==> src/rtl/gate_recv.sv <==
// gate_recv: receive-side gateway that checks inbound remote read/write requests
// against per-endpoint address windows and access rights before they reach local DMA.
//   Latency: 2 cycles from acceptance to m_req_valid. Backpressure: m_req_ready stalls S2,
//   then S1, then s_req_ready. Requests that fail the check free S1 even while S2 is stalled.
// Ports:
//   aclk, aresetn        clock and asynchronous active-low reset
//   mem_ctrl             99 bits per endpoint: [47:0] base, [95:48] inclusive bound,
//                        [97:96] rights (bit0 read, bit1 write), [98] valid
//   s_req_*              inbound request (valid/ready handshake)
//   m_req_*              authorized request plus index of the matching endpoint
//   viol_pulse/count     one-cycle pulse and saturating count of dropped requests
// Optional macro GATE_RECV_VIOL_LOG_EN adds viol_clr and viol_log_* (first-violation log).
module gate_recv #(
  parameter int N_ENDPOINTS = 4,
  parameter int VADDR_W     = 48,
  parameter int LEN_W       = 28,
  localparam int EP_W       = (N_ENDPOINTS > 1) ? $clog2(N_ENDPOINTS) : 1
) (
  input  logic                       aclk,
  input  logic                       aresetn,
  input  logic [99*N_ENDPOINTS-1:0]  mem_ctrl,
  input  logic                       s_req_valid,
  output logic                       s_req_ready,
  input  logic [VADDR_W-1:0]         s_req_vaddr,
  input  logic [LEN_W-1:0]           s_req_len,
  input  logic                       s_req_wr,
  output logic                       m_req_valid,
  input  logic                       m_req_ready,
  output logic [VADDR_W-1:0]         m_req_vaddr,
  output logic [LEN_W-1:0]           m_req_len,
  output logic                       m_req_wr,
  output logic [EP_W-1:0]            m_req_ep,
`ifdef GATE_RECV_VIOL_LOG_EN
  input  logic                       viol_clr,
  output logic                       viol_log_valid,
  output logic [VADDR_W-1:0]         viol_log_vaddr,
  output logic                       viol_log_wr,
`endif
  output logic                       viol_pulse,
  output logic [31:0]                viol_count
);

  localparam int XW = VADDR_W + 1;

  // Endpoint table, registered copy of mem_ctrl.
  logic [N_ENDPOINTS-1:0][VADDR_W-1:0] tbl_base_q, tbl_base_d;
  logic [N_ENDPOINTS-1:0][VADDR_W-1:0] tbl_bound_q, tbl_bound_d;
  logic [N_ENDPOINTS-1:0][1:0]         tbl_rights_q, tbl_rights_d;
  logic [N_ENDPOINTS-1:0]              tbl_vld_q, tbl_vld_d;

  // Holds s_req_ready low until the first clock edge after reset release.
  logic rdy_en_q, rdy_en_d;

  logic               s1_valid_q, s1_valid_d;
  logic [VADDR_W-1:0] s1_vaddr_q, s1_vaddr_d;
  logic [LEN_W-1:0]   s1_len_q, s1_len_d;
  logic               s1_wr_q, s1_wr_d;

  logic               s2_valid_q, s2_valid_d;
  logic [VADDR_W-1:0] s2_vaddr_q, s2_vaddr_d;
  logic [LEN_W-1:0]   s2_len_q, s2_len_d;
  logic               s2_wr_q, s2_wr_d;
  logic [EP_W-1:0]    s2_ep_q, s2_ep_d;

  logic               viol_pulse_q, viol_pulse_d;
  logic [31:0]        viol_count_q, viol_count_d;

  logic [N_ENDPOINTS-1:0] ep_match;
  logic                   s1_allowed;
  logic [EP_W-1:0]        s1_ep;
  logic                   s1_adv;
  logic                   s_acc;
  logic                   viol_now;

  // An entry whose base exceeds its bound is folded into the valid bit here,
  // so the decision logic only has to look at tbl_vld_q.
  always_comb begin
    tbl_base_d   = tbl_base_q;
    tbl_bound_d  = tbl_bound_q;
    tbl_rights_d = tbl_rights_q;
    tbl_vld_d    = tbl_vld_q;
    for (int i = 0; i < N_ENDPOINTS; i++) begin
      tbl_base_d[i]   = VADDR_W'(mem_ctrl[99*i +: 48]);
      tbl_bound_d[i]  = VADDR_W'(mem_ctrl[99*i+48 +: 48]);
      tbl_rights_d[i] = mem_ctrl[99*i+96 +: 2];
      tbl_vld_d[i]    = mem_ctrl[99*i+98] && (tbl_base_d[i] <= tbl_bound_d[i]);
    end
  end

  // Window checks are done one bit wider than the address so that a window
  // ending at the top of the address space cannot wrap.
  logic [XW-1:0] len_ext;
  logic [XW-1:0] vaddr_ext;
  assign len_ext   = XW'(s1_len_q);
  assign vaddr_ext = {1'b0, s1_vaddr_q};

  for (genvar g = 0; g < N_ENDPOINTS; g++) begin : g_ep
    logic [XW-1:0] size_w;
    logic [XW-1:0] last_start;
    assign size_w     = {1'b0, tbl_bound_q[g]} - {1'b0, tbl_base_q[g]} + XW'(1);
    assign last_start = {1'b0, tbl_bound_q[g]} + XW'(1) - len_ext;
    assign ep_match[g] = tbl_vld_q[g]
                      && tbl_rights_q[g][s1_wr_q]
                      && (len_ext != '0)
                      && (len_ext <= size_w)
                      && (vaddr_ext >= {1'b0, tbl_base_q[g]})
                      && (vaddr_ext <= last_start);
  end

  // Lowest matching index wins: scan high to low so the lowest overwrites last.
  always_comb begin
    s1_allowed = 1'b0;
    s1_ep      = '0;
    for (int i = N_ENDPOINTS - 1; i >= 0; i--) begin
      if (ep_match[i]) begin
        s1_allowed = 1'b1;
        s1_ep      = EP_W'(i);
      end
    end
  end

  assign s1_adv      = s1_valid_q && (!s1_allowed || !s2_valid_q || m_req_ready);
  assign s_req_ready = rdy_en_q && (!s1_valid_q || s1_adv);
  assign s_acc       = s_req_valid && s_req_ready;
  assign viol_now    = s1_adv && !s1_allowed;

  always_comb begin
    rdy_en_d   = 1'b1;

    s1_valid_d = s1_valid_q;
    s1_vaddr_d = s1_vaddr_q;
    s1_len_d   = s1_len_q;
    s1_wr_d    = s1_wr_q;
    if (s_acc) begin
      s1_valid_d = 1'b1;
      s1_vaddr_d = s_req_vaddr;
      s1_len_d   = s_req_len;
      s1_wr_d    = s_req_wr;
    end else if (s1_adv) begin
      s1_valid_d = 1'b0;
    end

    // A load in the same cycle as a drain replaces the departing entry.
    s2_valid_d = s2_valid_q;
    s2_vaddr_d = s2_vaddr_q;
    s2_len_d   = s2_len_q;
    s2_wr_d    = s2_wr_q;
    s2_ep_d    = s2_ep_q;
    if (s1_adv && s1_allowed) begin
      s2_valid_d = 1'b1;
      s2_vaddr_d = s1_vaddr_q;
      s2_len_d   = s1_len_q;
      s2_wr_d    = s1_wr_q;
      s2_ep_d    = s1_ep;
    end else if (m_req_ready) begin
      s2_valid_d = 1'b0;
    end

    viol_pulse_d = viol_now;
    viol_count_d = viol_count_q;
    if (viol_now && (viol_count_q != 32'hFFFF_FFFF)) begin
      viol_count_d = viol_count_q + 32'd1;
    end
  end

  always_ff @(posedge aclk or negedge aresetn) begin
    if (!aresetn) begin
      tbl_base_q   <= '0;
      tbl_bound_q  <= '0;
      tbl_rights_q <= '0;
      tbl_vld_q    <= '0;
      rdy_en_q     <= 1'b0;
      s1_valid_q   <= 1'b0;
      s1_vaddr_q   <= '0;
      s1_len_q     <= '0;
      s1_wr_q      <= 1'b0;
      s2_valid_q   <= 1'b0;
      s2_vaddr_q   <= '0;
      s2_len_q     <= '0;
      s2_wr_q      <= 1'b0;
      s2_ep_q      <= '0;
      viol_pulse_q <= 1'b0;
      viol_count_q <= '0;
    end else begin
      tbl_base_q   <= tbl_base_d;
      tbl_bound_q  <= tbl_bound_d;
      tbl_rights_q <= tbl_rights_d;
      tbl_vld_q    <= tbl_vld_d;
      rdy_en_q     <= rdy_en_d;
      s1_valid_q   <= s1_valid_d;
      s1_vaddr_q   <= s1_vaddr_d;
      s1_len_q     <= s1_len_d;
      s1_wr_q      <= s1_wr_d;
      s2_valid_q   <= s2_valid_d;
      s2_vaddr_q   <= s2_vaddr_d;
      s2_len_q     <= s2_len_d;
      s2_wr_q      <= s2_wr_d;
      s2_ep_q      <= s2_ep_d;
      viol_pulse_q <= viol_pulse_d;
      viol_count_q <= viol_count_d;
    end
  end

  assign m_req_valid = s2_valid_q;
  assign m_req_vaddr = s2_vaddr_q;
  assign m_req_len   = s2_len_q;
  assign m_req_wr    = s2_wr_q;
  assign m_req_ep    = s2_ep_q;
  assign viol_pulse  = viol_pulse_q;
  assign viol_count  = viol_count_q;

`ifdef GATE_RECV_VIOL_LOG_EN
  logic               log_vld_q, log_vld_d;
  logic [VADDR_W-1:0] log_vaddr_q, log_vaddr_d;
  logic               log_wr_q, log_wr_d;

  // A violation in the same cycle as a clear wins, so it is never lost.
  always_comb begin
    log_vld_d   = log_vld_q;
    log_vaddr_d = log_vaddr_q;
    log_wr_d    = log_wr_q;
    if (viol_now && (!log_vld_q || viol_clr)) begin
      log_vld_d   = 1'b1;
      log_vaddr_d = s1_vaddr_q;
      log_wr_d    = s1_wr_q;
    end else if (viol_clr) begin
      log_vld_d   = 1'b0;
    end
  end

  always_ff @(posedge aclk or negedge aresetn) begin
    if (!aresetn) begin
      log_vld_q   <= 1'b0;
      log_vaddr_q <= '0;
      log_wr_q    <= 1'b0;
    end else begin
      log_vld_q   <= log_vld_d;
      log_vaddr_q <= log_vaddr_d;
      log_wr_q    <= log_wr_d;
    end
  end

  assign viol_log_valid = log_vld_q;
  assign viol_log_vaddr = log_vaddr_q;
  assign viol_log_wr    = log_wr_q;
`endif

endmodule

==> config.mk <==
export PLATFORM = sky130hd
export DESIGN_NAME = gate_recv
export DESIGN_NICKNAME = d
export VERILOG_FILES = /design/src/rtl/gate_recv.sv
export SDC_FILE = /design/constraint.sdc
export NUM_CORES = 2
export LEC_CHECK = 0
export ABC_AREA = 1
export BUFFER_PORTS_ARGS = -buffer_cell sky130_fd_sc_hd__clkbuf_2
export CORE_AREA = 10 10 332 334
export DETAILED_ROUTE_END_ITERATION = 6
export DIE_AREA = 0 0 342 344
export PLACE_DENSITY = 0.87
export SYNTH_ARGS = -nofsm -noshare
export SYNTH_HDL_FRONTEND = slang
export SYNTH_SLANG_ARGS = --single-unit
export TNS_END_PERCENT = 50
==> constraint.sdc <==
create_clock -name aclk -period 6.3 [get_ports aclk]
set_clock_uncertainty 0.05 [all_clocks]
set_input_delay 0.315 -clock aclk [delete_from_list [all_inputs] [get_ports aclk]]
set_output_delay 0.315 -clock aclk [all_outputs]
set_load 0.01 [all_outputs]
==> reports/results.tsv, run 1 <==
metric	value	unit
Post-Synthesis Cell Area	63800	um2
Mapped Nets	10800	
register area share after synthesis	0.230	
Longest Clk Path Bufs	3	
leading area contributor after synthesis	ha_1	
Starting Density	0.619	
prevailing post-synth register cell	dfrtp_1	
most frequent cell after synthesis	nand2_1	
CTS sink count	588	
CTS Buf Count	70	
number of synthesized flops with an enable pin	0	
H-tree lvl count	3	
Port Buffers	590	
Chip Height	344	um
largest net degree at the start of global routing	155	
Row Count	118	
largest cells by area after synthesis	ha_1 27%, dfrtp_1 23%, nand2_1 14%	
yosys synthesis warning count	0	
total grt overflow	3	
routability cong.	1.09	
synth unique cells	62	
share of the synthesized area in the top cell type	0.268	
commonest cells in the netlist	2444 x nand2_1, 1406 x inv_1, 1369 x ha_1	
Error	[ERROR GRT-0232] Routing congestion too high. Check the congestion heatmap in the GUI.	
Post-Syn Instances	8972	
Place WS	-0.114	ns
Fail Step	5_1_grt	
CTS root buffer	clkbuf_16	
Synth Register Bits	588	
Synth async-reset ratio	1.00	
gr usage total	0.565	
Syn Area/Cell	7.12	um2
status	did not finish	
Die W	342	um
IO Pins	591	
placed wire-length estimate	225	mm
layer usage:
layer / overflow / global-route usage
met1: 0 / 0.590
met2: 3 / 0.758
met3: 0 / 0.352
met4: 0 / 0.522
met5: 0 / 0.150
through the flow:
stage / utilization / cells / area (um2)
2_1_floorplan: - / 8972 / 63800
3_3_place_gp: 0.677 / 11100 / 69800
3_5_place_dp: 0.677 / 11100 / 69800
4_1_cts: 0.754 / 11700 / 77800
cell families after synthesis:
| kind of cell | share of synthesized area |
|---|---|
| buffers and inverters | 0.0883 |
| adder cells (fa/ha/maj) | 0.271 |
| AND/OR/NAND/NOR | 0.251 |
| XOR/XNOR | 0.0435 |
| flip-flops | 0.230 |
| other | 0.0000587 |
| AO/OA/AOI/OAI | 0.116 |
what timing repair did:
item / 4_1_cts
pin swaps: 62
setup endpoints to repair: 142
hold endpoints to repair: 577
buffers inserted: 47
gates cloned: 0
hold buffers: 475
gates resized for setup: 113
==> run 2: changes to the inputs <==
--- a/config.mk
+++ b/config.mk
@@ -7,10 +7,10 @@
 export LEC_CHECK = 0
 export ABC_AREA = 1
 export BUFFER_PORTS_ARGS = -buffer_cell sky130_fd_sc_hd__clkbuf_2
-export CORE_AREA = 10 10 332 334
+export CORE_AREA = 10 10 411 413
 export DETAILED_ROUTE_END_ITERATION = 6
-export DIE_AREA = 0 0 342 344
-export PLACE_DENSITY = 0.87
+export DIE_AREA = 0 0 421 423
+export PLACE_DENSITY_LB_ADDON = 0.15
 export SYNTH_ARGS = -nofsm -noshare
 export SYNTH_HDL_FRONTEND = slang
 export SYNTH_SLANG_ARGS = --single-unit
==> reports/results.tsv, run 2 <==
metric	value	unit
status	complete, but fails checks	
failing checks	negative setup slack	
antenna violations before repair	27	
Starting Density	0.399	
LEAKAGE	0.0433	uW
switching fraction of total power	0.448	
DRC Markers	0	
Post-Synthesis Cell Area	63800	um2
Row Count	147	
final worst slack	-0.00383	ns
R2R Setup Slk	0.37	ns
xor/xnor share of the synthesized area	0.0435	
Initial DRC Count	4960	
core area	160000	um2
fin crit period	6.30	ns
total grt overflow	0	
clk slew on worst S/H paths	0.06	ns
P per Cell Area	237	nW/um2
leading area contributor after synthesis	ha_1	
H-tree lvl count	3	
Slew @ Worst Pin	1.31	ns
fill count	16200	
TNS Setup	-0.00383	ns
most frequent cells in the layout	2433 x nand2_1, 1393 x inv_1, 1365 x ha_1, 721 x a21oi_1, 696 x nor2_1	
RSZ-0062 raised after global routing	yes	
CTS sink count	588	
CP max stage cell	dfrtp_1	
largest cells by area after synthesis	ha_1 27%, dfrtp_1 23%, nand2_1 14%	
synthesis-to-finish area growth	23.4	%
Regs by FF count	tbl_base_q: 192 flops, tbl_bound_q: 192 flops	
maximum clock frequency	0.159	GHz
Die W	421	um
vias in the first global route	65800	
commonest non-fill, non-tap cell in the layout	nand2_1	
met2 routed WL	142	mm
via count	66100	
routability cong.	1.00	
Final Cycle Share	1.00	
final slew viol count	0	
most frequent cell after synthesis	nand2_1	
vias per cell	5.29	
CP Class	flop to primary output	
IO Pins	591	
number of synthesized flops with an enable pin	0	
Design Area, Final	78800	um2
length of routed wiring on met1	116	mm
Arr. time, crit path	5.94	ns
Final Hold Fails	0	
synth unique cells	62	
placed wire-length estimate	244	mm
Rel. slew slack	0.120	
Port Buffers	590	
remaining antenna violation count	0	
register area share after synthesis	0.230	
number of max-cap violations	0	
Clk pwr share	0.240	
placed cell areas	70700	um2
CTS tree	built	
drt first pass iters	7	
setup violators final	1	
max layer used	met5	
yosys synthesis warning count	0	
CP Capture Type	primary output	
proportion of layout cells with a drive suffix above 1	0.103	
Post-Synth Adder-Cell Area	0.271	
final net count	12100	
combinational share of power	0.495	
first-pass GRT wire length	432	mm
Chip Height	423	um
complex-gate fraction of the synthesized area	0.116	
post-synthesis mux area share	0	
Synth async-reset ratio	1.00	
startpoint types	flop	
Routed wire per std cell	24.1	um
slowest stage delay, CP	0.41	ns
Worst Path Required	5.93	ns
Pint	10300	uW
Post-Syn Instances	8972	
Longest Clk Path Bufs	3	
Clock Latency Late Sink	0.71	ns
Psw	8360	uW
IR Drop Worst-Case VDD	0.214	mV
commonest cells in the netlist	2444 x nand2_1, 1406 x inv_1, 1369 x ha_1	
CTS root buffer	clkbuf_16	
HP Class	primary input to asynchronous set/reset pin	
Synth Register Bits	588	
Syn Area/Cell	7.12	um2
largest family of logic cells by synthesized area	adder cells	
CTS Buf Count	73	
die area	178000	um2
gr usage total	0.325	
simple logic cell fraction of the synthesized area	0.251	
WL met3	15.8	mm
Mapped Nets	10800	
Pwr Total	18700	uW
CP Max Fanout	5	
sequential power share	0.264	
DRT Wirelength	301	mm
prevailing post-synth register cell	dfrtp_1	
largest net degree at the start of global routing	172	
share of the synthesized area in the top cell type	0.268	
## run 2: cell counts after synthesis
No cell type changed its count.
## run 2: final timing paths
check | from | endpoint | depth (start not counted)
worst max-delay path | s1_len_q[3] | s_req_ready | 32
worst min-delay path | aresetn | tbl_base_q[186] | 2
worst max register to register | s1_len_q[3] | s1_len_q[13] | 34
worst min register to register | m_req_vaddr[18] | m_req_vaddr[18] | 2
max in group asynchronous | aresetn | s1_vaddr_q[30] | 3
min in group aclk | mem_ctrl[294] | tbl_rights_q[4] | 2
## run 2: through the flow
| stage | std cells | utilization | hold WS (ns) | setup slack (ns) |
|---|---|---|---|---|
| 3_5_place_dp | 11800 | 0.441 | 0.296 | -0.0795 |
| 6_report | 12500 | 0.492 | 0.133 | -0.00383 |
| 4_1_cts | 12500 | 0.489 | 0.160 | 0.000544 |
| 3_3_place_gp | 11800 | 0.441 | 0.289 | 0.0455 |
| 2_1_floorplan | 8972 | - | -0.0306 | 0.782 |
| 5_1_grt | 12500 | 0.491 | 0.174 | -0.251 |
## run 2: cell type report
cell class	count	area, um2	share of cell area
clock buffers	106	2150	0.0273
well taps	2160	2700	0.0343
clock inverters	28	379	0.00481
inverters	1419	5350	0.0679
flip-flops and latches	588	14700	0.187
diodes	31	77.6	0.000985
repair buffers	1249	9430	0.120
multi-input cells	6907	43900	0.558
## run 2: cells by family (layout without fill, tap and decap cells)
family / count (synthesis) / count (layout)
other: 1 / 32
xor gates and xnor gates: 317 / 317
buffers and inverters: 1477 / 2802
DFF: 588 / 588
adders and majority gates: 1377 / 1377
and+or+nand+nor: 3877 / 3877
AOI/OAI and AO/OA: 1335 / 1335
## run 2: worst max-delay path: cells and delay by family, from the launching register on
| family | cells | cell delay [ns] |
|---|---|---|
| XOR/XNOR | 1 | 0.14 |
| AND/OR/NAND/NOR | 17 | 2.21 |
| flip-flops | 1 | 0.41 |
| buffers and inverters | 5 | 0.47 |
| adder cells (fa/ha/maj) | 3 | 0.90 |
| AO/OA/AOI/OAI | 6 | 1.10 |
## run 2: routing by layer
metal,global-route usage,vias up
li1,-,32200
met1,0.361,30800
met2,0.555,2245
met3,0.0558,752
met4,0.244,8
met5,0,-
## run 2: what timing repair did
item | CTS | global route
endpoints found under the hold margin | 540 | 0
hold buffers | 475 | 0
resized for setup | 84 | 58
pin swaps | 20 | 26
setup buffers | 24 | 7
endpoints found under the setup margin | 36 | 141
## run 2: power by group through the flow
stage	sequential [uW]	combinational (uW)	clock, uW
after floorplan	4620	5460	0
after global placement	4970	8620	0
after detailed placement	4970	8710	0
after CTS	4910	9100	4560
after global routing	4910	10300	4690
final	4930	9250	4490
Power figures use the tool's default switching activity.
